File: src/rtl/obstacle_lane_scheduler.sv
// ----------------------------------------------------------------------------
// obstacle_lane_scheduler
//
// Purpose
//   Paces obstacle-lane motion for the road game. A score-driven base tick is
//   divided per lane into one-cycle step strobes. The block also owns the
//   IDLE / RUN / FREEZE / CRASH game state and the per-lane direction bits.
//   The car position datapath moves a car only on its lane's strobe.
//
// Parameters
//   C_BASE_TICK     base tick period in clocks at tier 0 (20-bit)
//   NUM_LANES       number of lanes (1..8)
//   C_LANE_DIV      2 bits per lane (lane0 = LSBs); lane steps every d+1 ticks
//   C_REVERSE_MASK  lanes whose direction toggles on each tier increase
//   C_FREEZE_TICKS  base ticks spent in FREEZE after a tier increase (8-bit)
//
// Ports
//   i_Clk        in   1          system clock
//   i_Rst_L      in   1          asynchronous active-low reset
//   i_Start      in   1          pulse: start / restart a run
//   i_Crash      in   1          pulse: player hit, stop lanes
//   i_Score      in   4          current score 0..15
//   o_Lane_Step  out  NUM_LANES  one-cycle step strobe per lane
//   o_Reverse    out  NUM_LANES  lane direction, 1 = right-to-left
//   o_Tier       out  2          current difficulty tier
//   o_Running    out  1          high in RUN only
//   o_Frozen     out  1          high in FREEZE only
//   o_State      out  2          debug: FSM state (0 IDLE, 1 RUN, 2 FREEZE, 3 CRASH)
//
// Configuration macro
//   RANDOM_REVERSE_EN  when defined, the tier-increase direction toggle comes
//                      from an 8-bit Fibonacci LFSR (taps 8,6,5,4, seed 8'hA5,
//                      advanced every base tick) instead of C_REVERSE_MASK.
//                      An all-zero LFSR slice falls back to C_REVERSE_MASK.
// ----------------------------------------------------------------------------
module obstacle_lane_scheduler #(
    parameter int unsigned  C_BASE_TICK    = 781250,
    parameter int unsigned  NUM_LANES      = 4,
    parameter logic [15:0]  C_LANE_DIV     = 16'h00E4,
    parameter logic [7:0]   C_REVERSE_MASK = 8'h0A,
    parameter int unsigned  C_FREEZE_TICKS = 16
) (
    input  logic                 i_Clk,
    input  logic                 i_Rst_L,
    input  logic                 i_Start,
    input  logic                 i_Crash,
    input  logic [3:0]           i_Score,
    output logic [NUM_LANES-1:0] o_Lane_Step,
    output logic [NUM_LANES-1:0] o_Reverse,
    output logic [1:0]           o_Tier,
    output logic                 o_Running,
    output logic                 o_Frozen,
    output logic [1:0]           o_State
);

    localparam logic [19:0] BASE_TICK    = 20'(C_BASE_TICK);
    localparam logic [8:0]  FREEZE_TICKS = 9'(C_FREEZE_TICKS);

    typedef enum logic [1:0] {
        S_IDLE   = 2'd0,
        S_RUN    = 2'd1,
        S_FREEZE = 2'd2,
        S_CRASH  = 2'd3
    } state_t;

    state_t                   state;
    logic [19:0]              base_cnt;
    logic [19:0]              period;
    logic [7:0]               freeze_cnt;
    logic [2*NUM_LANES-1:0]   presc;

    logic [1:0]               tier_calc;
    logic [1:0]               tier_next;
    logic                     active;
    logic                     tick;
    logic                     tier_up;
    logic                     tier_down;
    logic                     step_fire;
    logic [NUM_LANES-1:0]     rev_mask;

    // Base tick period for a tier; never allowed to collapse to zero.
    function automatic logic [19:0] period_of(input logic [1:0] tier);
        logic [19:0] p;
        p = BASE_TICK >> tier;
        if (p == 20'd0) begin
            p = 20'd1;
        end
        return p;
    endfunction

    always_comb begin
        tier_calc = 2'd0;
        if (i_Score >= 4'd10) begin
            tier_calc = 2'd3;
        end else if (i_Score >= 4'd7) begin
            tier_calc = 2'd2;
        end else if (i_Score >= 4'd4) begin
            tier_calc = 2'd1;
        end
    end

    assign active = (state == S_RUN) || (state == S_FREEZE);
    assign tick   = active && (base_cnt >= (period - 20'd1));

    // Crash has priority over everything else, so a crash cycle neither
    // raises the tier nor applies a pending decrease.
    assign tier_up   = (state == S_RUN) && !i_Crash && (tier_calc > o_Tier);
    assign tier_down = tick && !i_Crash && (tier_calc < o_Tier);

    always_comb begin
        tier_next = o_Tier;
        if (tier_up || tier_down) begin
            tier_next = tier_calc;
        end
    end

    // Strobes only come from ticks that keep the FSM in RUN; a tick on the
    // cycle that leaves RUN is dropped and the prescalers hold.
    assign step_fire = tick && (state == S_RUN) && !i_Crash && !tier_up;

`ifdef RANDOM_REVERSE_EN
    logic [7:0]           lfsr;
    logic [NUM_LANES-1:0] lfsr_slice;

    assign lfsr_slice = lfsr[NUM_LANES-1:0];
    assign rev_mask   = (lfsr_slice != '0) ? lfsr_slice : C_REVERSE_MASK[NUM_LANES-1:0];

    always_ff @(posedge i_Clk or negedge i_Rst_L) begin
        if (!i_Rst_L) begin
            lfsr <= 8'hA5;
        end else if (tick && !i_Crash) begin
            lfsr <= {lfsr[6:0], lfsr[7] ^ lfsr[5] ^ lfsr[4] ^ lfsr[3]};
        end
    end
`else
    assign rev_mask = C_REVERSE_MASK[NUM_LANES-1:0];
`endif

    assign o_State = state;

    always_ff @(posedge i_Clk or negedge i_Rst_L) begin
        if (!i_Rst_L) begin
            state       <= S_IDLE;
            base_cnt    <= 20'd0;
            period      <= period_of(2'd0);
            freeze_cnt  <= 8'd0;
            presc       <= '0;
            o_Lane_Step <= '0;
            o_Reverse   <= '0;
            o_Tier      <= 2'd0;
            o_Running   <= 1'b0;
            o_Frozen    <= 1'b0;
        end else begin
            o_Lane_Step <= '0;

            // Base tick counter; a new period only takes effect at the wrap
            // so the running period is never cut short.
            if (active && !i_Crash) begin
                o_Tier <= tier_next;
                if (tick) begin
                    base_cnt <= 20'd0;
                    period   <= period_of(tier_next);
                end else begin
                    base_cnt <= base_cnt + 20'd1;
                end
            end

            if (step_fire) begin
                for (int i = 0; i < NUM_LANES; i++) begin
                    if (presc[2*i +: 2] == C_LANE_DIV[2*i +: 2]) begin
                        presc[2*i +: 2] <= 2'd0;
                        o_Lane_Step[i]  <= 1'b1;
                    end else begin
                        presc[2*i +: 2] <= presc[2*i +: 2] + 2'd1;
                    end
                end
            end

            case (state)
                S_IDLE, S_CRASH: begin
                    if (i_Start && !i_Crash) begin
                        state      <= S_RUN;
                        o_Running  <= 1'b1;
                        o_Frozen   <= 1'b0;
                        base_cnt   <= 20'd0;
                        period     <= period_of(tier_calc);
                        freeze_cnt <= 8'd0;
                        presc      <= '0;
                        o_Tier     <= tier_calc;
                        o_Reverse  <= '0;
                    end
                end

                S_RUN: begin
                    if (i_Crash) begin
                        state     <= S_CRASH;
                        o_Running <= 1'b0;
                    end else if (tier_up) begin
                        // A multi-level jump still gives one freeze and one toggle.
                        state      <= S_FREEZE;
                        o_Running  <= 1'b0;
                        o_Frozen   <= 1'b1;
                        freeze_cnt <= 8'd0;
                        o_Reverse  <= o_Reverse ^ rev_mask;
                    end
                end

                S_FREEZE: begin
                    if (i_Crash) begin
                        state    <= S_CRASH;
                        o_Frozen <= 1'b0;
                    end else if (tick) begin
                        if (({1'b0, freeze_cnt} + 9'd1) >= FREEZE_TICKS) begin
                            state      <= S_RUN;
                            o_Running  <= 1'b1;
                            o_Frozen   <= 1'b0;
                            freeze_cnt <= 8'd0;
                        end else begin
                            freeze_cnt <= freeze_cnt + 8'd1;
                        end
                    end
                end

                default: begin
                    state     <= S_IDLE;
                    o_Running <= 1'b0;
                    o_Frozen  <= 1'b0;
                end
            endcase
        end
    end

endmodule

File: config.mk
export PLATFORM = sky130hd
export DESIGN_NAME = obstacle_lane_scheduler
export DESIGN_NICKNAME = d
export VERILOG_FILES = /design/src/rtl/obstacle_lane_scheduler.sv
export SDC_FILE = /design/constraint.sdc
export NUM_CORES = 1
export LEC_CHECK = 0
export CAP_MARGIN = 20
export CORE_MARGIN = 5
export CORE_UTILIZATION = 60
export DETAILED_ROUTE_END_ITERATION = 12
export GPL_TIMING_DRIVEN = 1
export MAX_ROUTING_LAYER = met4
export PLACE_DENSITY = 0.8
export SETUP_SLACK_MARGIN = 0.1
export SLEW_MARGIN = 30
export SYNTH_ARGS = -nofsm -noshare
export SYNTH_HDL_FRONTEND = slang
export SYNTH_SLANG_ARGS = --single-unit
File: constraint.sdc
create_clock -name i_Clk -period 4.5 [get_ports i_Clk]
set_input_delay 1.35 -clock i_Clk [delete_from_list [all_inputs] [get_ports i_Clk]]
set_output_delay 1.35 -clock i_Clk [all_outputs]
set_load 0.01 [all_outputs]
==> impl_metrics.tcl <==
set metrics [dict create \
    post_cts_buffers 0 \
    min_period_over_period_pct 92.5 \
    finalMaxSlewViolations 0 \
    grt_overflow 0 \
    layout.cells.non_filler 548 \
    root_buffer "clkbuf_8" \
    first_iter_violations 236 \
    dp.cells 532 \
    finalSetupViolations 0 \
    synth-edff-count 0 \
    power_density_mw_per_mm2 544 \
    dr_total_vias 3308 \
    drcViolationCount 0 \
    synth_area_mm2 0.00410 \
    vias_per_cell 6.04 \
    syn_to_final_growth_pct 12.2 \
    cts_hold_buf 0 \
    layout_min_cycle_time_ns 4.16 \
    num_rows 30 \
    ant_nets 0 \
    drive_above_1_share_pct 10.5 \
    cts_tree "built" \
    rr_endpoint "freeze_cnt[3]" \
    diodes 0 \
    clk_latency_ns 0.36 \
    dpl.hpwl_um 6450 \
    skew_ns 0.0123 \
    ys_top_cells_by_area "dfrtp_1 (34%), ha_1 (9.5%), dfstp_2 (7.7%)" \
    status "completed" \
    critPathMaxStageDelay_ns 0.49 \
    max_freq_mhz 240 \
    reg2reg_depth 13 \
    p_total_w 0.00250 \
    wl_um 8840 \
    gp_congestion 0.863 \
    synth_top_area_cell "dfrtp_1" \
    ir_worst_vdd_uv 465 \
    startpoint_type "flop" \
    port_buffers 19 \
    rsz0062_at_grt "false" \
    post-place-ws_ns 0.333 \
    synth_top_cell_area_share_pct 34.2 \
    die-area_mm2 0.00858 \
    numCtsBuffers 9 \
    syn-mean-instance-area_um2 9.33 \
    startpoint "period[5]" \
    p_leak_nw 2.10 \
    fin_tns_setup_ns 0 \
    cp-end-kind "flop" \
    r2r_slack_ns 0.34 \
    yosysUniqueCellTypes 54 \
    final_common_cell "dfrtp_1" \
    arrival_ns 4.40 \
    final.fill_count 520 \
    grt_pass1_vias 3239 \
    synth_cells 439 \
    antenna_found_initial 0 \
    crit_fanout 8 \
    top_level_ports 22 \
    worstPathRequired_ns 4.74 \
    crit_chain "or4_1 -> or2_1 -> or3_1 -> nor4_1 -> xnor2_1 -> ha_1 -> nand4_1 -> nor3_1 -> a22oi_1 -> and3_1 -> or3_4 -> o21a_4 -> a211o_1" \
    dieWidth_um 92.6 \
    hp-class "reg -> reg" \
    ctsResizeCount 0 \
    synth_ff_type "dfrtp_1" \
    final_cell_mix "dfrtp_1 (56), nor2_1 (54), nand2_1 (41), ha_1 (31), o21ai_0 (23)" \
    nNetsFinal 502 \
    placeableCoreArea_mm2 0.00672 \
    async_flop_share_pct 100 \
    r2r_start "period[5]" \
    grt_max_degree 31 \
    relSlewSlack_pct 52.7 \
    slowest_stage "or4_1" \
    dr.pass1.iters 7 \
    yosysSeqAreaShare_pct 41.9 \
    clkTransAtPathRegs_ns 0.09 \
    endpoint "freeze_cnt[3]" \
    wl_per_cell_um 16.1 \
    ys_ff_latch 68 \
    grtUsageTotal_pct 23.4 \
    max-cap-violations 0 \
    grt_first_pass_wirelength_um 15400 \
    clockBufferDepth 2 \
    initial_utilization_pct 61.0 \
    ys_warn_count 0 \
    cts.sinks 68 \
    setup_slack_ns 0.335 \
    worstMarginPinSlew_ns 0.709 \
    finalHoldViolCount 0 \
    die_height_um 92.6 \
    path_class "reg -> reg" \
    h-tree-depth 3 \
]
[registers in the layout, summed over array words and instances (netlist names)]
name and count:
base_cnt 20, period 20, freeze_cnt 8, presc 8, o_Lane_Step 4, o_Reverse 2, o_State 2, o_Tier 2
o_Frozen 1, o_Running 1
[worst max-delay path, delay by kind of cell (launching register included)]
kind / cells / cell delay (ns)
AO/OA/AOI/OAI: 3 / 0.61
AND/OR/NAND/NOR: 8 / 2.56
XOR/XNOR: 1 / 0.12
flip-flops: 1 / 0.44
adder cells (fa/ha/maj): 1 / 0.30
[Yosys cell counts, types with 3 or more instances]
cell type   n
ha_1       31
nand2b_1    9
and2_1      9
o22ai_1     4
o31ai_1     4
nand3_1    16
clkbuf_1    7
nor3_1     14
mux2_2      5
o21a_1      3
a211o_1     5
a22o_1      4
nand2_1    41
xor2_1     17
a22oi_1     4
nor2_1     54
inv_1      11
nor4_1      5
dfrtp_1    56
a21oi_1    18
and3_1     11
a21o_1      9
o21ai_0    23
nor2b_1     4
or3_1       5
xnor2_1    18
nand4_1     6
dfstp_2    12
[cell families (layout without fill, tap and decap cells)]
family                   Yosys count  after routing  share of synthesized area (%)
XOR/XNOR                          35             35                           7.48
buffers and inverters             24             52                           2.63
AO/OA/AOI/OAI                     88             88                           14.2
multiplexers                       7              7                           1.86
other                              1              2                         0.0915
flip-flops                        68             68                           41.9
adder cells (fa/ha/maj)           31             31                           9.47
AND/OR/NAND/NOR                  185            185                           22.4
[final cells by class]
type / count / area [um2] / area share (%)
clock inverters: 6 / 93.8 / 2.04
well taps: 80 / 100 / 2.18
flip-flops and latches: 68 / 1720 / 37.3
multi-input cells: 348 / 2280 / 49.5
inverters: 11 / 41.3 / 0.898
clock buffers: 10 / 138 / 2.99
repair buffers: 25 / 230 / 5.01
[power breakdown]
| part | internal, W | switching [W] | leakage (nW) | total [W] |
|---|---|---|---|---|
| sequential | 0.000759 | 0.000155 | 0.873 | 0.000913 |
| clock | 0.000332 | 0.000258 | 0.113 | 0.000590 |
| combinational | 0.000441 | 0.000557 | 1.11 | 0.000998 |
[per-layer routing]
layer / vias to the layer above / global-route usage (%) / routed length (um)
met5: - / - / 0
met4: 0 / 8.91 / 182
met3: 18 / 4.96 / 371
met2: 102 / 35.5 / 4140
met1: 1591 / 31.0 / 4140
li1: 1597 / - / -
[stage by stage]
stage	utilization, %	instance area [um2]	hold WS [ns]
4_1_cts	68.4	4600	0.427
6_report	68.4	4600	0.424
5_1_grt	68.4	4600	0.454
3_3_place_gp	65.0	4370	0.402
3_5_place_dp	65.0	4370	0.419
2_1_floorplan	-	4100	0.393
[worst min path at each step]
| stage | to | from | slack, ns | depth (start not counted) |
|---|---|---|---|---|
| floorplan | o_Lane_Step[1] | presc[3] | 0.39 | 1 |
| global placement | o_Lane_Step[1] | presc[3] | 0.40 | 1 |
| detailed placement | o_Lane_Step[1] | presc[3] | 0.42 | 1 |
| CTS | o_Lane_Step[1] | presc[3] | 0.43 | 1 |
| global route | o_Lane_Step[1] | presc[3] | 0.45 | 1 |
| finish | o_Lane_Step[1] | presc[3] | 0.42 | 1 |
Power figures use the tool's default switching activity.
